`src/rtl/rv32i_pkg.sv`:
```
// Shared encodings for the RV32I control sequencer: instruction types,
// opcodes, sequencer states and the registered control-word layout.
package rv32i_pkg;

    typedef enum logic [3:0] {
        INST_LOAD  = 4'd0,
        INST_IMM   = 4'd1,
        INST_STORE = 4'd2,
        INST_REG   = 4'd3,
        INST_LUI   = 4'd4,
        INST_AUIPC = 4'd5,
        INST_BRNCH = 4'd6,
        INST_JALR  = 4'd7,
        INST_JAL   = 4'd8
    } inst_type_e;

    localparam logic [6:0] OP_LOAD   = 7'b0000011;
    localparam logic [6:0] OP_IMM    = 7'b0010011;
    localparam logic [6:0] OP_STORE  = 7'b0100011;
    localparam logic [6:0] OP_REG    = 7'b0110011;
    localparam logic [6:0] OP_LUI    = 7'b0110111;
    localparam logic [6:0] OP_AUIPC  = 7'b0010111;
    localparam logic [6:0] OP_BRANCH = 7'b1100011;
    localparam logic [6:0] OP_JALR   = 7'b1100111;
    localparam logic [6:0] OP_JAL    = 7'b1101111;
    localparam logic [6:0] OP_SYSTEM = 7'b1110011;

    typedef enum logic [2:0] {
        FETCH,
        DECODE,
        EXEC,
        COMMIT,
        HALT,
        TRAP
    } state_e;

    typedef struct packed {
        inst_type_e  inst_type;
        logic [2:0]  fun3;
        logic        fun7;
        logic [4:0]  rd;
        logic [4:0]  rs1;
        logic [4:0]  rs2;
        logic [31:0] imm;
    } ctrl_word_t;

endpackage

```
`src/rtl/rv32i_imm_gen.sv`:
```
// Combinational decode of one instruction word into a control word,
// plus legality and system-opcode flags for the sequencer.
module rv32i_imm_gen
    import rv32i_pkg::*;
(
    input  logic [31:0] instr,
    output ctrl_word_t  cw,
    output logic        legal,
    output logic        is_system
);

    logic [31:0] imm_i;
    logic [31:0] imm_s;
    logic [31:0] imm_b;
    logic [31:0] imm_u;
    logic [31:0] imm_j;

    assign imm_i = {{20{instr[31]}}, instr[31:20]};
    assign imm_s = {{20{instr[31]}}, instr[31:25], instr[11:7]};
    assign imm_b = {{19{instr[31]}}, instr[31], instr[7], instr[30:25], instr[11:8], 1'b0};
    assign imm_u = {instr[31:12], 12'h000};
    assign imm_j = {{11{instr[31]}}, instr[31], instr[19:12], instr[20], instr[30:21], 1'b0};

    always_comb begin
        cw.inst_type = INST_LOAD;
        cw.fun3      = instr[14:12];
        cw.fun7      = 1'b0;
        cw.rd        = instr[11:7];
        cw.rs1       = instr[19:15];
        cw.rs2       = instr[24:20];
        cw.imm       = '0;
        legal        = 1'b1;
        is_system    = 1'b0;
        case (instr[6:0])
            OP_LOAD: begin
                cw.inst_type = INST_LOAD;
                cw.imm       = imm_i;
            end
            OP_IMM: begin
                // only the shift-right-immediate pair carries a fun7 selector
                cw.inst_type = INST_IMM;
                cw.imm       = imm_i;
                cw.fun7      = (instr[14:12] == 3'b101) ? instr[30] : 1'b0;
            end
            OP_STORE: begin
                cw.inst_type = INST_STORE;
                cw.imm       = imm_s;
            end
            OP_REG: begin
                cw.inst_type = INST_REG;
                cw.fun7      = instr[30];
            end
            OP_LUI: begin
                cw.inst_type = INST_LUI;
                cw.imm       = imm_u;
            end
            OP_AUIPC: begin
                cw.inst_type = INST_AUIPC;
                cw.imm       = imm_u;
            end
            OP_BRANCH: begin
                cw.inst_type = INST_BRNCH;
                cw.imm       = imm_b;
            end
            OP_JALR: begin
                cw.inst_type = INST_JALR;
                cw.imm       = imm_i;
            end
            OP_JAL: begin
                cw.inst_type = INST_JAL;
                cw.imm       = imm_j;
            end
            OP_SYSTEM: begin
                is_system = 1'b1;
                legal     = 1'b0;
            end
            default: legal = 1'b0;
        endcase
    end

endmodule

```
`src/rtl/rv32i_ctrl_fsm.sv`:
```
// Multi-cycle fetch/decode/exec/commit sequencer for the RV32I core.
// Define CTRL_MISALIGN_TRAP_EN to trap on misaligned next-PC targets.
module rv32i_ctrl_fsm
    import rv32i_pkg::*;
#(
    parameter logic [31:0] RESET_PC    = 32'h0000_0000,
    parameter int unsigned EXEC_CYCLES = 3
) (
    input  logic        clk,
    input  logic        rst,
    output logic        imem_req,
    output logic [31:0] imem_addr,
    input  logic        imem_ack,
    input  logic [31:0] imem_rdata,
    input  logic [31:0] alu_result,
    input  logic        br_taken,
    output logic [3:0]  instType,
    output logic [2:0]  fun3,
    output logic        fun7,
    output logic [4:0]  rd,
    output logic [4:0]  rs1,
    output logic [4:0]  rs2,
    output logic [31:0] imm,
    output logic [31:0] pc,
    output logic        dp_en,
    output logic        retire,
    output logic        halted,
    output logic        trap
);

    localparam int CNT_W = $clog2(EXEC_CYCLES + 1);

    state_e           state;
    logic [31:0]      pc_q;
    logic [31:0]      pc_nxt;
    logic [31:0]      instr_q;
    logic [CNT_W-1:0] cnt;
    ctrl_word_t       cw_q;
    ctrl_word_t       dec_cw;
    logic             dec_legal;
    logic             dec_system;
    logic [31:0]      target;
    logic [31:0]      commit_pc;
    logic             misalign;

    rv32i_imm_gen u_imm_gen (
        .instr     (instr_q),
        .cw        (dec_cw),
        .legal     (dec_legal),
        .is_system (dec_system)
    );

    always_comb begin
        target = pc_q + 32'd4;
        case (cw_q.inst_type)
            INST_JAL:   target = pc_q + cw_q.imm;
            INST_BRNCH: if (br_taken) target = pc_q + cw_q.imm;
            INST_JALR:  target = alu_result & 32'hFFFF_FFFE;
            default:    target = pc_q + 32'd4;
        endcase
    end

`ifdef CTRL_MISALIGN_TRAP_EN
    assign misalign  = |target[1:0];
    assign commit_pc = target;
`else
    assign misalign  = 1'b0;
    assign commit_pc = {target[31:2], 2'b00};
`endif

    // target is resolved on the last EXEC cycle so a misaligned commit can
    // divert to TRAP without ever raising retire
    always_ff @(posedge clk or negedge rst) begin
        if (!rst) begin
            state    <= FETCH;
            pc_q     <= RESET_PC;
            pc_nxt   <= '0;
            instr_q  <= '0;
            cnt      <= '0;
            cw_q     <= '0;
            imem_req <= 1'b0;
            dp_en    <= 1'b0;
            retire   <= 1'b0;
            halted   <= 1'b0;
            trap     <= 1'b0;
        end else begin
            case (state)
                FETCH: begin
                    if (!imem_req) begin
                        imem_req <= 1'b1;
                    end else if (imem_ack) begin
                        instr_q  <= imem_rdata;
                        imem_req <= 1'b0;
                        state    <= DECODE;
                    end
                end
                DECODE: begin
                    if (dec_system) begin
                        halted <= 1'b1;
                        state  <= HALT;
                    end else if (!dec_legal) begin
                        trap  <= 1'b1;
                        state <= TRAP;
                    end else begin
                        cw_q  <= dec_cw;
                        cnt   <= CNT_W'(EXEC_CYCLES);
                        dp_en <= 1'b1;
                        state <= EXEC;
                    end
                end
                EXEC: begin
                    cnt <= cnt - 1'b1;
                    if (cnt == CNT_W'(1)) begin
                        dp_en  <= 1'b0;
                        pc_nxt <= commit_pc;
                        if (misalign) begin
                            trap  <= 1'b1;
                            state <= TRAP;
                        end else begin
                            retire <= 1'b1;
                            state  <= COMMIT;
                        end
                    end
                end
                COMMIT: begin
                    pc_q     <= pc_nxt;
                    retire   <= 1'b0;
                    imem_req <= 1'b1;
                    state    <= FETCH;
                end
                HALT, TRAP: begin
                    state <= state;
                end
                default: begin
                    trap  <= 1'b1;
                    state <= TRAP;
                end
            endcase
        end
    end

    assign imem_addr = pc_q;
    assign pc        = pc_q;
    assign instType  = cw_q.inst_type;
    assign fun3      = cw_q.fun3;
    assign fun7      = cw_q.fun7;
    assign rd        = cw_q.rd;
    assign rs1       = cw_q.rs1;
    assign rs2       = cw_q.rs2;
    assign imm       = cw_q.imm;

endmodule

```
`config.mk`:
```
export PLATFORM = sky130hd
export DESIGN_NAME = rv32i_ctrl_fsm
export DESIGN_NICKNAME = d
export VERILOG_FILES = /design/src/rtl/rv32i_pkg.sv /design/src/rtl/rv32i_imm_gen.sv /design/src/rtl/rv32i_ctrl_fsm.sv
export SDC_FILE = /design/constraint.sdc
export NUM_CORES = 1
export LEC_CHECK = 0
export CAP_MARGIN = 15
export CORE_MARGIN = 1.5
export CORE_UTILIZATION = 30
export DETAILED_ROUTE_END_ITERATION = 6
export PLACE_DENSITY = 0.6
export SYNTH_ARGS = -nofsm -noshare
export SYNTH_HDL_FRONTEND = slang
export SYNTH_SLANG_ARGS = --single-unit
```
`constraint.sdc`:
```
create_clock -name clk -period 7.77 [get_ports clk]
set_clock_uncertainty 0.2 [all_clocks]
set_input_delay 1.1655 -clock clk [delete_from_list [all_inputs] [get_ports clk]]
set_output_delay 1.1655 -clock clk [all_outputs]
set_load 0.02 [all_outputs]
```
==> impl_metrics.ini, run 1 <==
[synth]
synth_largest_area_cell = dfrtp_1
yosysTopAreaCellShare = 0.440
ys_ff_latch = 157
ys_types = 68
ys_top_cells_by_area = dfrtp_1 44%, mux2_2 7.4%, nand2_1 7.1%
avgSynthCellArea_sq_um = 9.37
synth-async-reset-ratio = 1.00
synth.most_common_cell = nand2_1
synthFlopType = dfrtp_1
synthCells = 954
synth_commonest_cells = 169 x nand2_1, 157 x dfrtp_1, 61 x a21oi_1
syn_area_sq_um = 8930
yosysSeqAreaShare = 0.440
synth_edf_count = 0
synth_warnings = 0

[final_layout]
drive_gt1_frac = 0.105
seq_area_sq_um = 3930
antenna_cells = 0
area_growth_pct = 28.2
fin_nets = 1183
num-fill-cells = 2947
multiInputGateArea_sq_um = 4520

[timing]
fin_crit_ps = 3510
tightest_slew_ps = 1090
final-setup-viol-count = 0
setup_ws_ps = 4260
fmax_ghz = 0.285
rsz0062_at_grt = no
relSlewSlack = 0.275
fin_crit_sh = 0.452
finalMaxSlewViolations = 0
setup_tns_ps = 0
hold_violations = 0

[detailed_routing]
wl_mm = 27.3
wire_per_inst_um = 18.4
drc = 0
vias_per_cell = 5.10
drt_iter0_drc = 542
num_vias = 7553
firstDrtPassIters = 6
drtAntennaViolNets = 0

[placed_design]
dpl.hpwl_mm = 20.0
io_buffers = 185
gp_congestion = 0.870
pre_cts_slack_ps = 4230

[worst_hold_path]
hold_path.class = reg -> reg
whs_path_depth = 2
min_to = pc_nxt[8]
min_from = pc_nxt[8]

[clock_tree]
clockBufferDepth = 2
numCtsBuffers = 17
ctsResizeCount = 0
post_cts_buffers = 0
cts.sinks = 157
hold_buffers = 0
h-tree-depth = 4
cts_tree = done
root_buffer = clkbuf_16
clk_latency_ps = 430
clkTransAtPathRegs_ps = 70

[floorplanning]
core_area_sq_um = 29000
io_pins = 192
row_count = 62
dieArea_sq_um = 30800
floorplan.initialDensity = 0.308
die_h_um = 176
die_w_um = 176

[grt]
antenna_found_initial = 1
grt_pass1_wl_mm = 42.6
overflow = 0
grt_pass1_vias = 7430
globalRouteTotalUtil = 0.180
grt_max_degree = 93

[worst_setup_path]
rrSetupSlack_ps = 4260
cp_cell_sequence = nor2b_1 -> nand3_1 -> a21oi_1 -> and3_1 -> o21ai_1 -> o21ai_0
endpoint_kind = flip-flop
rr_endpoint = imm[15]
required_ps = 7910
start_kind = flip-flop
rr_worst_depth = 6
cp_max_fo = 27
cpLargestDelayFamily = simple AND/OR/NAND/NOR gates
cp_num_buf_inv = 0
critPathKind = reg -> reg
reg2reg_from = instr_q[5]
arrival_ps = 3650
slowest_stage = and3_1
cp_slowest_stage_delay_ps = 970

[status]
status = completed

[pwr]
p_leak_nw = 5.03
peakVddDrop_mv = 0.111
p_per_area_nw_per_um2 = 146

[flow_run]
cap_violations = 0
-- how the worst max path moves through the flow --
stage                            start    endpoint  cells after the start
after floorplan           imem_addr[2]  pc_nxt[22]                     12
after global placement      instr_q[5]      imm[0]                      6
after detailed placement    instr_q[5]     imm[15]                      6
after CTS                   instr_q[5]     imm[15]                      6
after global routing        instr_q[5]     imm[15]                      6
final                       instr_q[5]     imm[15]                      6
-- power breakdown --
group          switching (mW)  internal [mW]  leakage [nW]  total (mW)
logic                  0.0244         0.0291          2.74      0.0536
registers                   0          0.817          2.03       0.817
clock network           0.377          0.426         0.269       0.803
total                   0.401           1.27          5.03        1.67
-- worst reg2reg max path, delay by kind of cell (launching register included) --
kind	cells	cell delay (ps)
AND/OR/NAND/NOR	3	1370
flip-flops	1	510
AO/OA/AOI/OAI	3	1340
-- cells by family after synthesis --
family / synth area share
AO/OA/AOI/OAI: 0.170
AND/OR/NAND/NOR: 0.161
flip-flops: 0.440
other: 0.000420
multiplexers: 0.0755
XOR/XNOR: 0.0490
buffers and inverters: 0.0585
adder cells (fa/ha/maj): 0.0457
-- per-stage QoR --
stage | cell area, sq um | hold WS, ps | utilization | instances | power [mW]
floorplan | 8950 | 246 | - | 957 | 0.836
global placement | 10900 | 256 | 0.376 | 1448 | 0.888
detailed placement | 10900 | 261 | 0.376 | 1448 | 0.887
CTS | 11500 | 281 | 0.395 | 1480 | 1.69
global route | 11500 | 298 | 0.395 | 1480 | 1.74
finish | 11500 | 276 | 0.395 | 1480 | 1.67
-- routing by layer --
metal	global-route usage	share of wire	up-vias
met5	0	0.00044	-
li1	-	-	3625
met2	0.283	0.45	223
met3	0.0426	0.059	44
met1	0.240	0.46	3659
met4	0.0630	0.024	2
-- final cells by class --
type | count | share of cell area
flip-flops and latches | 157 | 0.343
multi-input cells | 697 | 0.395
well taps | 384 | 0.0420
clock buffers | 19 | 0.0387
inverters | 18 | 0.00590
clock inverters | 13 | 0.00918
repair buffers | 192 | 0.166
-- flip-flops by register name, indices dropped and copies added, names as in the netlist --
name,cells
cnt,2
dp_en,1
fun3,3
fun7,1
halted,1
imem_addr,30
imem_req,1
imm,32
instType,4
instr_q,32
pc_nxt,30
rd,5
retire,1
rs1,5
rs2,5
state,3
trap,1
-- cell usage in the layout (no fill, tap or decap), types with 10 or more instances in the layout --
master             n
clkdlybuf4s50_1  184
nand2_1          169
dfrtp_1          157
a21oi_1           60
mux2_2            59
o21ai_0           56
nor2_1            55
xnor2_1           36
ha_1              31
nand3_1           22
a222oi_1          20
inv_1             18
o21ai_1           17
clkbuf_16         17
and3_1            14
xor2_1            14
nand4_1           13
a21o_1            11
a221oi_1          10
Power figures use the tool's default switching activity.
==> run 2: changes to the inputs <==
Clock period 7.77 ns to 3.4 ns, I/O delays scaled along.
==> run 2 against run 1 <==
Effect of this change:
- sequential cell count is the same
- final area up 2.7%
- register-to-register slack got worse by 4100 ps
- via count grew 1.5%
- count of clock-buffer cells in the layout up 1
- largest power group is now clock
- critical path depth up 6
- critical endpoint is now pc_nxt[26]
==> impl_metrics.ini, run 2 (same netlist as run 1, synthesis figures left out) <==
[grt]
overflow = 0
antenna_found_initial = 1
globalRouteTotalUtil = 0.184
grt_max_degree = 79
grt_pass1_vias = 7493
grt_pass1_wl_mm = 43.8

[clock_tree]
post_cts_buffers = 0
clk_latency_ps = 430
root_buffer = clkbuf_16
clockBufferDepth = 2
clkTransAtPathRegs_ps = 70
cts_tree = done
h-tree-depth = 4
cts.sinks = 157
numCtsBuffers = 17

[pwr]
power_mw = 3.94
p_per_area_nw_per_um2 = 335
p_leak_nw = 5.23
peakVddDrop_mv = 0.251

[timing]
holdWs_ps = 277
fmax_ghz = 0.312
fin_crit_ps = 3210
relSlewSlack = 0.492
hold_violations = 0
fin_crit_sh = 0.943
final-setup-viol-count = 0
finalMaxSlewViolations = 0
tightest_slew_ps = 762
rsz0062_at_grt = no
setup_ws_ps = 194
setup_tns_ps = 0

[worst_setup_path]
endpoint_kind = flip-flop
cp_max_fo = 5
required_ps = 3480
critPathKind = reg -> reg
arrival_ps = 3290
start_kind = flip-flop

[final_layout]
seq_area_sq_um = 3930
num-fill-cells = 2891
final_area_sq_um = 11800
multiInputGateArea_sq_um = 4510
final_common_cell = clkdlybuf4s50_1
antenna_cells = 0
drive_gt1_frac = 0.128
area_growth_pct = 31.6
final_cell_mix = 184 x clkdlybuf4s50_1, 169 x nand2_1, 157 x dfrtp_1, 60 x a21oi_1, 59 x mux2_2
fin_nets = 1215

[detailed_routing]
wire_per_inst_um = 18.6
num_vias = 7668
firstDrtPassIters = 6
drt_iter0_drc = 512
drc = 0
drtAntennaViolNets = 0
wl_mm = 28.0
vias_per_cell = 5.07

[floorplanning]
row_count = 62
die_w_um = 176
core_area_sq_um = 29000
die_h_um = 176
floorplan.initialDensity = 0.308
dieArea_sq_um = 30800
io_pins = 192

[worst_hold_path]
hold_path.class = reg -> reg

[placed_design]
dpl.hpwl_mm = 20.6
pre_cts_slack_ps = 233
gp_congestion = 0.920
placed_area_sq_um = 11200
io_buffers = 185

[status]
status = completed

[flow_run]
cap_violations = 0
run 2: cell types whose count changed in the layout (fill, tap and decap cells not counted), moves of 2 or more:
cell       change
bufinv_16      +2
inv_8          -2
buf_12         +3
buf_4         +28
clkinv_4       +3
inv_6          -3
clkinv_2       -2
run 2: per-layer routing:
layer | routed length, um | vias to the layer above | global-route usage
li1 | - | 3685 | -
met1 | 13000 | 3713 | 0.251
met2 | 12800 | 238 | 0.292
met3 | 1680 | 30 | 0.0420
met4 | 539 | 2 | 0.0527
met5 | 13 | - | 0
run 2: area by class of cell:
type | instances | share of cell area
well taps | 384 | 0.0409
multi-input cells | 697 | 0.383
clock inverters | 11 | 0.0113
inverters | 18 | 0.00575
flip-flops and latches | 157 | 0.334
clock buffers | 20 | 0.0388
repair buffers | 224 | 0.186
run 2: timing repair:
item | in CTS | in global routing
hold buffers | 1 | 0
hold endpoints to repair | 75 | 0
gates resized for setup | 0 | 0
setup endpoints to repair | 0 | 0
run 2: final timing paths:
kind	startpoint	endpoint	slack, ps	cells past startpoint
min reg2reg	halted	halted	280	1
max	imm[2]	pc_nxt[26]	190	12
min	halted	halted	280	1
max in group asynchronous	rst	pc_nxt[23]	1780	3
max reg2reg	imm[2]	pc_nxt[26]	190	12
min in group asynchronous	rst	instr_q[17]	490	2
run 2: worst max-delay path, stage by stage, from the launching register on:
cell and delay, ps:
dfrtp_1 400, ha_1 200, inv_1 70, fa_1 250, nor2b_4 60, o31a_1 270, o41a_1 380, a41oi_4 350
o211ai_2 200, a21oi_2 230, xnor2_1 110, a222oi_1 260, o21ai_1 100
run 2: power by group:
part | switching [mW] | internal, mW
Sequential | 0 | 1.87
Clock | 0.816 | 1.13
Combinational | 0.0582 | 0.0720
run 2: metrics by stage:
step / instances / utilization
4_1_cts: 1511 / 0.405
3_5_place_dp: 1479 / 0.385
6_report: 1511 / 0.405
5_1_grt: 1511 / 0.405
3_3_place_gp: 1479 / 0.385
2_1_floorplan: 957 / -
